===== src/rtl/controle_pc_if.sv =====
// controle_pc_if: bus between the instruction-flow sequencer and the
// decoder / program counter / instruction register of the MIPS core.
//   Decoder -> sequencer : inst_hlt, inst_in, desvio_req, desvio_alvo
//   Sequencer -> PC/IR   : pc_reseta, pc_halt, pc_jump, pc_endereco,
//                          ir_carrega, escreve_habilita
// modport master is the sequencer side, modport slave the datapath side.
interface controle_pc_if #(
    parameter int LARG_END = 32
);
    logic                inst_hlt;
    logic                inst_in;
    logic                desvio_req;
    logic [LARG_END-1:0] desvio_alvo;
    logic                pc_reseta;
    logic                pc_halt;
    logic                pc_jump;
    logic [LARG_END-1:0] pc_endereco;
    logic                ir_carrega;
    logic                escreve_habilita;

    modport master (
        input  inst_hlt, inst_in, desvio_req, desvio_alvo,
        output pc_reseta, pc_halt, pc_jump, pc_endereco, ir_carrega, escreve_habilita
    );

    modport slave (
        output inst_hlt, inst_in, desvio_req, desvio_alvo,
        input  pc_reseta, pc_halt, pc_jump, pc_endereco, ir_carrega, escreve_habilita
    );
endinterface


===== src/rtl/controle_pc.sv =====
// controle_pc: instruction-flow sequencer. Advances the PC exactly once per
// instruction after LAT_MEM cycles of instruction-memory latency, handles
// HLT (sticky stop), IN (waits for a button press) and single-step mode.
// Ports:
//   clock          system clock, rising edge
//   reseta         asynchronous active-low reset
//   passo_a_passo  single-step mode enable (level)
//   botao          raw asynchronous user button, active high
//   parado         core halted
//   estado         current state code for debug display
//   bus            controle_pc_if.master: decoder inputs, PC/IR controls
module controle_pc #(
    parameter int LAT_MEM  = 2,
    parameter int LARG_END = 32
) (
    input  logic              clock,
    input  logic              reseta,
    input  logic              passo_a_passo,
    input  logic              botao,
    output logic              parado,
    output logic [2:0]        estado,
    controle_pc_if.master     bus
);

    typedef enum logic [2:0] {
        INICIO       = 3'd0,
        BUSCA        = 3'd1,
        ESPERA_MEM   = 3'd2,
        EXECUTA      = 3'd3,
        ESPERA_IO    = 3'd4,
        ESPERA_PASSO = 3'd5,
        PARADO       = 3'd6
    } estado_t;

    estado_t             est;
    estado_t             prox;
    logic [3:0]          cont;
    logic                s1, s2, s3;
    logic                pulso;
    logic                avanca;
    logic [LARG_END-1:0] alvo_sel;

    // Button: two-flop synchronizer plus delay flop; rising-edge detect
    // gives one pulse per press regardless of hold length.
    always_ff @(posedge clock or negedge reseta) begin
        if (!reseta) begin
            s1 <= 1'b0;
            s2 <= 1'b0;
            s3 <= 1'b0;
        end else begin
            s1 <= botao;
            s2 <= s1;
            s3 <= s2;
        end
    end

    assign pulso = s2 & ~s3;

    always_ff @(posedge clock or negedge reseta) begin
        if (!reseta) begin
            est <= INICIO;
        end else begin
            est <= prox;
        end
    end

    // Latency counter: loaded in BUSCA, counts down to zero in ESPERA_MEM.
    always_ff @(posedge clock or negedge reseta) begin
        if (!reseta) begin
            cont <= '0;
        end else if (est == BUSCA) begin
            cont <= 4'(LAT_MEM - 1);
        end else if (est == ESPERA_MEM && cont != '0) begin
            cont <= cont - 4'd1;
        end
    end

    // An advance cycle is a plain EXECUTA or the pulse cycle of ESPERA_IO.
    always_comb begin
        avanca = 1'b0;
        case (est)
            EXECUTA:   avanca = !bus.inst_hlt && !bus.inst_in;
            ESPERA_IO: avanca = pulso;
            default:   avanca = 1'b0;
        endcase
    end

    always_comb begin
        prox = est;
        case (est)
            INICIO:       prox = BUSCA;
            BUSCA:        prox = ESPERA_MEM;
            ESPERA_MEM:   if (cont == '0) prox = EXECUTA;
            EXECUTA: begin
                if (bus.inst_hlt)      prox = PARADO;
                else if (bus.inst_in)  prox = ESPERA_IO;
                else                   prox = passo_a_passo ? ESPERA_PASSO : BUSCA;
            end
            ESPERA_IO:    if (pulso) prox = passo_a_passo ? ESPERA_PASSO : BUSCA;
            ESPERA_PASSO: if (pulso) prox = BUSCA;
            PARADO:       prox = PARADO;
            default:      prox = INICIO;
        endcase
    end

    assign alvo_sel = bus.desvio_req ? bus.desvio_alvo : '0;

    always_comb begin
        bus.pc_reseta        = 1'b0;
        bus.pc_halt          = 1'b1;
        bus.pc_jump          = 1'b0;
        bus.pc_endereco      = '0;
        bus.ir_carrega       = 1'b0;
        bus.escreve_habilita = 1'b0;
        parado               = 1'b0;
        if (est == INICIO) bus.pc_reseta = 1'b1;
        if (est == ESPERA_MEM && cont == '0) bus.ir_carrega = 1'b1;
        if (est == PARADO) parado = 1'b1;
        if (avanca) begin
            bus.pc_halt          = 1'b0;
            bus.escreve_habilita = 1'b1;
            bus.pc_jump          = bus.desvio_req;
            bus.pc_endereco      = alvo_sel;
        end
    end

    assign estado = est;

endmodule

===== src/flat_wrapper.sv =====
// flat-port wrapper written by rule: the top's interface ports become plain ports
module controle_pc_flat 
#(
    parameter int LAT_MEM  = 2,
    parameter int LARG_END = 32
)
  (clock, reseta, passo_a_passo, botao, parado, estado, bus_inst_hlt, bus_inst_in, bus_desvio_req, bus_desvio_alvo, bus_pc_reseta, bus_pc_halt, bus_pc_jump, bus_pc_endereco, bus_ir_carrega, bus_escreve_habilita);
  controle_pc_if #(.LARG_END(LARG_END)) bus_i ();
  input  logic clock;
  input  logic reseta;
  input  logic passo_a_passo;
  input  logic botao;
  output logic parado;
  output logic [2:0] estado;
  input wire logic [$bits(bus_i.inst_hlt)-1:0] bus_inst_hlt;
  input wire logic [$bits(bus_i.inst_in)-1:0] bus_inst_in;
  input wire logic [$bits(bus_i.desvio_req)-1:0] bus_desvio_req;
  input wire logic [$bits(bus_i.desvio_alvo)-1:0] bus_desvio_alvo;
  output wire logic [$bits(bus_i.pc_reseta)-1:0] bus_pc_reseta;
  output wire logic [$bits(bus_i.pc_halt)-1:0] bus_pc_halt;
  output wire logic [$bits(bus_i.pc_jump)-1:0] bus_pc_jump;
  output wire logic [$bits(bus_i.pc_endereco)-1:0] bus_pc_endereco;
  output wire logic [$bits(bus_i.ir_carrega)-1:0] bus_ir_carrega;
  output wire logic [$bits(bus_i.escreve_habilita)-1:0] bus_escreve_habilita;
  assign bus_i.inst_hlt = bus_inst_hlt;
  assign bus_i.inst_in = bus_inst_in;
  assign bus_i.desvio_req = bus_desvio_req;
  assign bus_i.desvio_alvo = bus_desvio_alvo;
  assign bus_pc_reseta = bus_i.pc_reseta;
  assign bus_pc_halt = bus_i.pc_halt;
  assign bus_pc_jump = bus_i.pc_jump;
  assign bus_pc_endereco = bus_i.pc_endereco;
  assign bus_ir_carrega = bus_i.ir_carrega;
  assign bus_escreve_habilita = bus_i.escreve_habilita;
  controle_pc #(.LAT_MEM(LAT_MEM), .LARG_END(LARG_END)) u_core (.clock(clock), .reseta(reseta), .passo_a_passo(passo_a_passo), .botao(botao), .parado(parado), .estado(estado), .bus(bus_i));
endmodule

===== config.mk =====
export PLATFORM = sky130hd
export DESIGN_NAME = controle_pc_flat
export DESIGN_NICKNAME = d
export VERILOG_FILES = /design/src/rtl/controle_pc_if.sv /design/src/rtl/controle_pc.sv /design/src/flat_wrapper.sv
export SDC_FILE = /design/constraint.sdc
export NUM_CORES = 1
export LEC_CHECK = 0
export ABC_CLOCK_PERIOD_IN_PS = 2120
export CORE_MARGIN = 8
export CORE_UTILIZATION = 34
export CTS_CLUSTER_SIZE = 14
export DETAILED_ROUTE_END_ITERATION = 10
export PLACE_DENSITY_LB_ADDON = 0.05
export SYNTH_ARGS = -nofsm -noshare
export SYNTH_HDL_FRONTEND = slang
export SYNTH_SLANG_ARGS = --single-unit

===== constraint.sdc =====
create_clock -name clock -period 2.12 [get_ports clock]
set_input_delay 0.212 -clock clock [delete_from_list [all_inputs] [get_ports clock]]
set_output_delay 0.212 -clock clock [all_outputs]
set_load 0.005 [all_outputs]

==> qor.txt, run 1 <==
outcome: complete, no violations
global placement routability congestion: 0.812
Seq/Total Area, Yosys: 27.2%
EDFF count, synth: 0
largest family of logic cells by synthesized area: simple AND/OR/NAND/NOR gates
post-synthesis adder-cell area fraction: 2.72%
P&R area growth vs syn: 93.2%
Setup Skew: 0.00189 ns
top-area cell type share of the netlist area: 30.5%
Post-Syn Instances: 95
Post-route DRC: 0
final-report setup violation count: 0
cell area power density: 745 mW/mm2
synthesized area per cell: 9.68 um2
Avg WL per Cell: 17.3 um
first-pass GRT wire length: 4920 um
vias in the first global route: 938
io pins: 80
CTS Hold Bufs: 0
core region area: 0.00266 mm2
Post-synth top cells: and3b_1 (32), dfrtp_1 (10), inv_1 (5)
die span in y: 68.0 um
Total GRT Usage: 13.9%
Startpoint Class: flip-flop
part of the cycle the worst path needs: 95.9%
Antenna diodes: 0
leak pwr: 1.06 nW
fill count: 222
ANT nets after route: 0
Detailed Routing Iterations Pass 1: 4
CTS tree: yes
VDD IR max: 0.000797 V
Setup WS post-layout: 0.0867 ns
grt ovf: 0
RSZ-0062 raised after global routing: no
Slew @ Worst Pin: 0.494 ns
DRT iter0 DRCs: 56
xor/xnor share of the synthesized area: 0.952%
HPWL Detailed: 2920 um
DIE WIDTH: 68.0 um
clk sinks: 10
routed vias: 1034
Synth area leader: and3b_1
kind of critical path: reg2out
Synth area leaders: and3b_1 (30%), dfrtp_1 (27%), buf_6 (4.9%), a32oi_4 (3.0%), ha_1 (2.7%)
worst path arrival time: 1.82 ns
mux cell area share after synthesis: 2.18%
Power, Total: 0.00132 W
full die area: 0.00462 mm2
Syn Nets: 136
Core Rows: 19
min Tclk post-route: 2.03 ns
worst min path class: in2async
simple-gate share of the synthesized area: 46.3%
Synth Cell Area: 920 um2
crit-path max FO: 35
yosys synthesis warning count: 0
Via density: 4.97
CTS root buffer: clkbuf_4
most used flip-flop cell after synthesis: dfrtp_1
Placement Setup Slack: -0.0636 ns
number of max-cap violations: 0
register bit total from synthesis: 10
post-synthesis compound-gate area fraction: 11.2%
async set-or-reset flop fraction in the synthesized netlist: 100%
Max clock buf depth: 2
worst skew pair latency: 0.25 ns
H-tree levels: 1
WL final: 3610 um
# nets final: 220
CP Data Required Time: 1.91 ns
Rel. slew slack: 67.0%
most common cell in the netlist: and3b_1
Num CTS Buffers: 3
Sum Neg Setup Slack: 0 ns
Max Slew Vio Count: 0
endpoint class of the critical path: output pin
initial core utilization: 34.5%
Port Buf Inserts: 79
maximum clock rate: 492 MHz
initial antenna violation count: 0
layout cell share with drive strength beyond 1: 12.4%
largest net degree at the start of global routing: 36
final-report hold violation count: 0
Worst-path clk slew: 0.05 ns
Synth cell types: 30
sequential cells by signal, summed over array words and instances (netlist names):
name	count
u_core.s1	1
u_core.cont	4
u_core.s3	1
u_core.estado	3
u_core.s2	1
area by class of cell:
class	count	area, um2	share of cell area (%)
Timing Repair Buffer	88	845	47.5
Multi-Input combinational cell	71	599	33.7
Sequential cell	10	253	14.2
Tap cell	31	38.8	2.18
Clock buffer	3	22.5	1.27
Inverter	5	18.8	1.06
final timing paths:
check	cells past startpoint	start	slack, ns	end
worst max register to register	5	u_core.cont[0]	0.57	u_core.cont[2]
min in group clock	0	u_core.s1	0.35	u_core.s2
worst min register to register	0	u_core.s1	0.35	u_core.s2
worst max-delay path	4	u_core.estado[1]	0.09	bus_pc_halt
worst min-delay path	1	reseta	0.25	u_core.s1
max in group asynchronous	1	reseta	1.57	u_core.estado[0]
routing by layer:
metal  part of all wire, %  track usage, %  up-vias
met3                    11            2.45        4
met2                    45            23.1       60
li1                      -               -      507
met5                     0               0        -
met1                    43            17.2      463
met4                   1.1            6.14        0
worst max-delay path, cell delays in order (launching register included):
cell and delay (ns):
dfrtp_2 0.45, nor3b_4 0.18, a32oi_4 0.22, buf_12 0.19
clkdlybuf4s50_1 0.53
timing repair:
item	in CTS	in global routing
gates resized for setup	39	2
endpoints found under the setup margin	34	2
pin swaps	0	1
buffers inserted	1	2
layout by cell type, fill, tap and decap left out, types with 2 or more instances in the layout:
cell type and count:
clkdlybuf4s50_1 45, nor3_1 3, a21oi_1 3, dlygate4sd2_1 33, nand2_1 2, o21ai_1 3, dfrtp_2 2, and3b_1 32
ha_1 2, clkbuf_4 3, nor2b_1 2, buf_4 7, o22ai_1 2, buf_12 2, dfrtp_1 8, mux2i_1 2
inv_1 5, o2bb2ai_1 2, nand3_1 2
power by group:
| group | internal [W] | switching [W] | total [W] | leakage (nW) |
|---|---|---|---|---|
| clock network | 0.0000646 | 0.0000494 | 0.000114 | 0.0138 |
| registers | 0.000262 | 0.0000845 | 0.000347 | 0.119 |
| logic | 0.000493 | 0.000370 | 0.000863 | 0.925 |
| total | 0.000820 | 0.000504 | 0.00132 | 1.06 |
per-stage QoR:
stage / instances / util (%) / hold WS (ns) / area, um2
2_1_floorplan: 95 / - / -0.0836 / 920
3_3_place_gp: 202 / 65.7 / 0.343 / 1750
3_5_place_dp: 202 / 65.7 / 0.345 / 1750
4_1_cts: 206 / 65.9 / 0.251 / 1750
5_1_grt: 208 / 66.7 / 0.297 / 1780
6_report: 208 / 66.7 / 0.252 / 1780
logic make-up after synthesis:
| family | count (synthesis) |
|---|---|
| xor+xnor | 1 |
| mux | 2 |
| compound gates | 13 |
| flops | 10 |
| simple gates | 53 |
| buf+inv | 14 |
| fa+ha+maj | 2 |
Note: power is estimated with default switching activity, not from simulation.
==> run 2, diff against run 1 <==
- ABC_CLOCK_PERIOD_IN_PS: 2120 -> 2150
- CORE_UTILIZATION: 34 -> 31
- SLEW_MARGIN: default -> 10
- clock period: 2.12 -> 2.15 ns (I/O delays scaled with it)
==> qor.txt, run 2 (synthesized netlist as in run 1, its figures left out) <==
outcome: complete, no violations (unchanged)
WL final: 3640 um (was 3610 um)
CTS root buffer: clkbuf_4 (unchanged)
vias in the first global route: 1011 (was 938)
Antenna diodes: 0 (unchanged)
Detailed Routing Iterations Pass 1: 4 (unchanged)
DIE WIDTH: 70.5 um (was 68.0 um)
power share of the clock group: 9.9% (was 8.6%)
register with the most flip-flops: u_core.cont (unchanged)
final-report hold violation count: 0 (unchanged)
Core Rows: 19 (unchanged)
Port Buf Inserts: 79 (unchanged)
CTS tree: yes (unchanged)
H-tree levels: 1 (unchanged)
initial antenna violation count: 0 (unchanged)
sw frac: 38.1% (was 38.0%)
largest net degree at the start of global routing: 36 (unchanged)
cell area power density: 744 mW/mm2 (was 745 mW/mm2)
worst skew pair latency: 0.27 ns (was 0.25 ns)
slowest stage delay, CP: 0.50 ns (was 0.53 ns)
VDD IR max: 0.000792 V (was 0.000797 V)
min Tclk post-route: 2.07 ns
Non-Filler Instances: 209 (was 208)
worst path arrival time: 1.85 ns (was 1.82 ns)
P&R area growth vs syn: 94.0% (was 93.2%)
Rel. slew slack: 68.8% (was 67.0%)
Via density: 5.01 (was 4.97)
Post-route DRC: 0 (unchanged)
placed cells: 203 (was 202)
io pins: 80 (unchanged)
die span in y: 70.5 um (was 68.0 um)
full die area: 0.00497 mm2 (was 0.00462 mm2)
layout cell share with drive strength beyond 1: 12.4% (about the same)
CTS Hold Bufs: 0 (unchanged)
Max Slew Vio Count: 0 (unchanged)
worst min path class: in2async (unchanged)
DRT iter0 DRCs: 54 (was 56)
global placement routability congestion: 0.765 (was 0.812)
CP Data Required Time: 1.93 ns (was 1.91 ns)
# nets final: 221 (was 220)
sw power: 0.000506 W (was 0.000504 W)
HPWL Detailed: 2890 um (was 2920 um)
first-pass GRT wire length: 5600 um (was 4920 um)
Num CTS Buffers: 3 (unchanged)
part of the cycle the worst path needs: 96.2%
Startpoint Class: flip-flop (unchanged)
Avg WL per Cell: 17.4 um (was 17.3 um)
kind of critical path: reg2out (unchanged)
Max clock buf depth: 2 (unchanged)
core region area: 0.00278 mm2 (was 0.00266 mm2)
Total GRT Usage: 13.7% (was 13.9%)
P_int: 0.000821 W (was 0.000820 W)
leak pwr: 1.06 nW (about the same)
Power, Total: 0.00133 W (was 0.00132 W)
reg2reg path depth: 4 (was 5)
ANT nets after route: 0 (unchanged)
endpoint class of the critical path: output pin (unchanged)
share of power burned in combinational logic: 65.4% (was 65.2%)
Critical Path Slowest Stage Cell: clkdlybuf4s50_1 (unchanged)
maximum clock rate: 484 MHz
most frequent cells in the layout: clkdlybuf4s50_1 (46), and3b_1 (32), dlygate4sd2_1 (32) (was clkdlybuf4s50_1 (45), dlygate4sd2_1 (33), and3b_1 (32))
sequential power share: 24.6% (was 26.2%)
critical path, cell by cell: nor2b_1, buf_4, a32oi_4, buf_12, clkdlybuf4s50_1 (was nor3b_4, a32oi_4, buf_12, clkdlybuf4s50_1)
initial core utilization: 33.1% (was 34.5%)
Slew @ Worst Pin: 0.467 ns (was 0.494 ns)
routed vias: 1048 (was 1034)
Setup Skew: 0.00449 ns (was 0.00189 ns)
grt ovf: 0 (unchanged)
crit-path max FO: 18 (was 35)
number of max-cap violations: 0 (unchanged)
Worst-path clk slew: 0.07 ns (was 0.05 ns)
commonest non-fill, non-tap cell in the layout: clkdlybuf4s50_1 (unchanged)
clk sinks: 10 (unchanged)
final-report setup violation count: 0 (unchanged)
max reg flops: 4 (unchanged)
run 2: area by class of cell:
type	count	area, um2
clock buffer	3	22.5
fill	243	997
inverter	5	18.8
multi-input combinational	71	594
sequential	10	251
tap	31	38.8
timing repair buffer	89	858
run 2: stage by stage:
stage | area (um2) | hold slack, ns | worst slack (ns) | TNS (ns) | utilization, %
6_report | 1780 | 0.261 | 0.0824 | 0 | 64.1
5_1_grt | 1780 | 0.308 | -0.0133 | -0.0133 | 64.1
3_3_place_gp | 1750 | 0.342 | 0.00588 | 0 | 62.8
2_1_floorplan | 920 | -0.0806 | 0.656 | 0 | -
3_5_place_dp | 1750 | 0.341 | -0.0467 | -0.383 | 62.8
4_1_cts | 1730 | 0.270 | 0.00277 | 0 | 62.3
run 2: final timing paths:
kind	startpoint	end	slack, ns
max in group asynchronous	reseta	u_core.estado[1]	1.54
min reg2reg	u_core.s1	u_core.s2	0.35
max	u_core.s2	bus_pc_halt	0.08
min	reseta	u_core.s2	0.26
min in group clock	u_core.s1	u_core.s2	0.35
max reg2reg	u_core.estado[0]	u_core.cont[1]	0.70
run 2: power groups by stage:
stage | logic, W | registers [W] | clock network (W)
final | 0.000869 | 0.000327 | 0.000132
after global routing | 0.000956 | 0.000338 | 0.000146
after CTS | 0.000819 | 0.000319 | 0.000133
after detailed placement | 0.000827 | 0.000316 | 0
after global placement | 0.000814 | 0.000314 | 0
after floorplan | 0.000497 | 0.000306 | 0
run 2: worst max-delay path, delay by kind of cell (launching register included):
kind / cells / cell delay [ns]
compound gates: 1 / 0.24
buf+inv: 3 / 0.81
flops: 1 / 0.38
simple gates: 1 / 0.13
run 2: what timing repair did:
action | 4_1_cts | 5_1_grt
endpoints found under the setup margin | 34 | 6
endpoints found under the hold margin | 0 | 0
gates cloned | 0 | 1
buffers inserted | 0 | 2
pin swaps | 0 | 2
resized for setup | 35 | 4
run 2: layer usage:
metal	share of wire (%)	vias to the layer above	track usage (%)
met5	0	-	0
met1	39	480	15.0
li1	-	513	-
met4	0.69	0	2.68
met3	11	5	6.92
met2	49	50	23.2
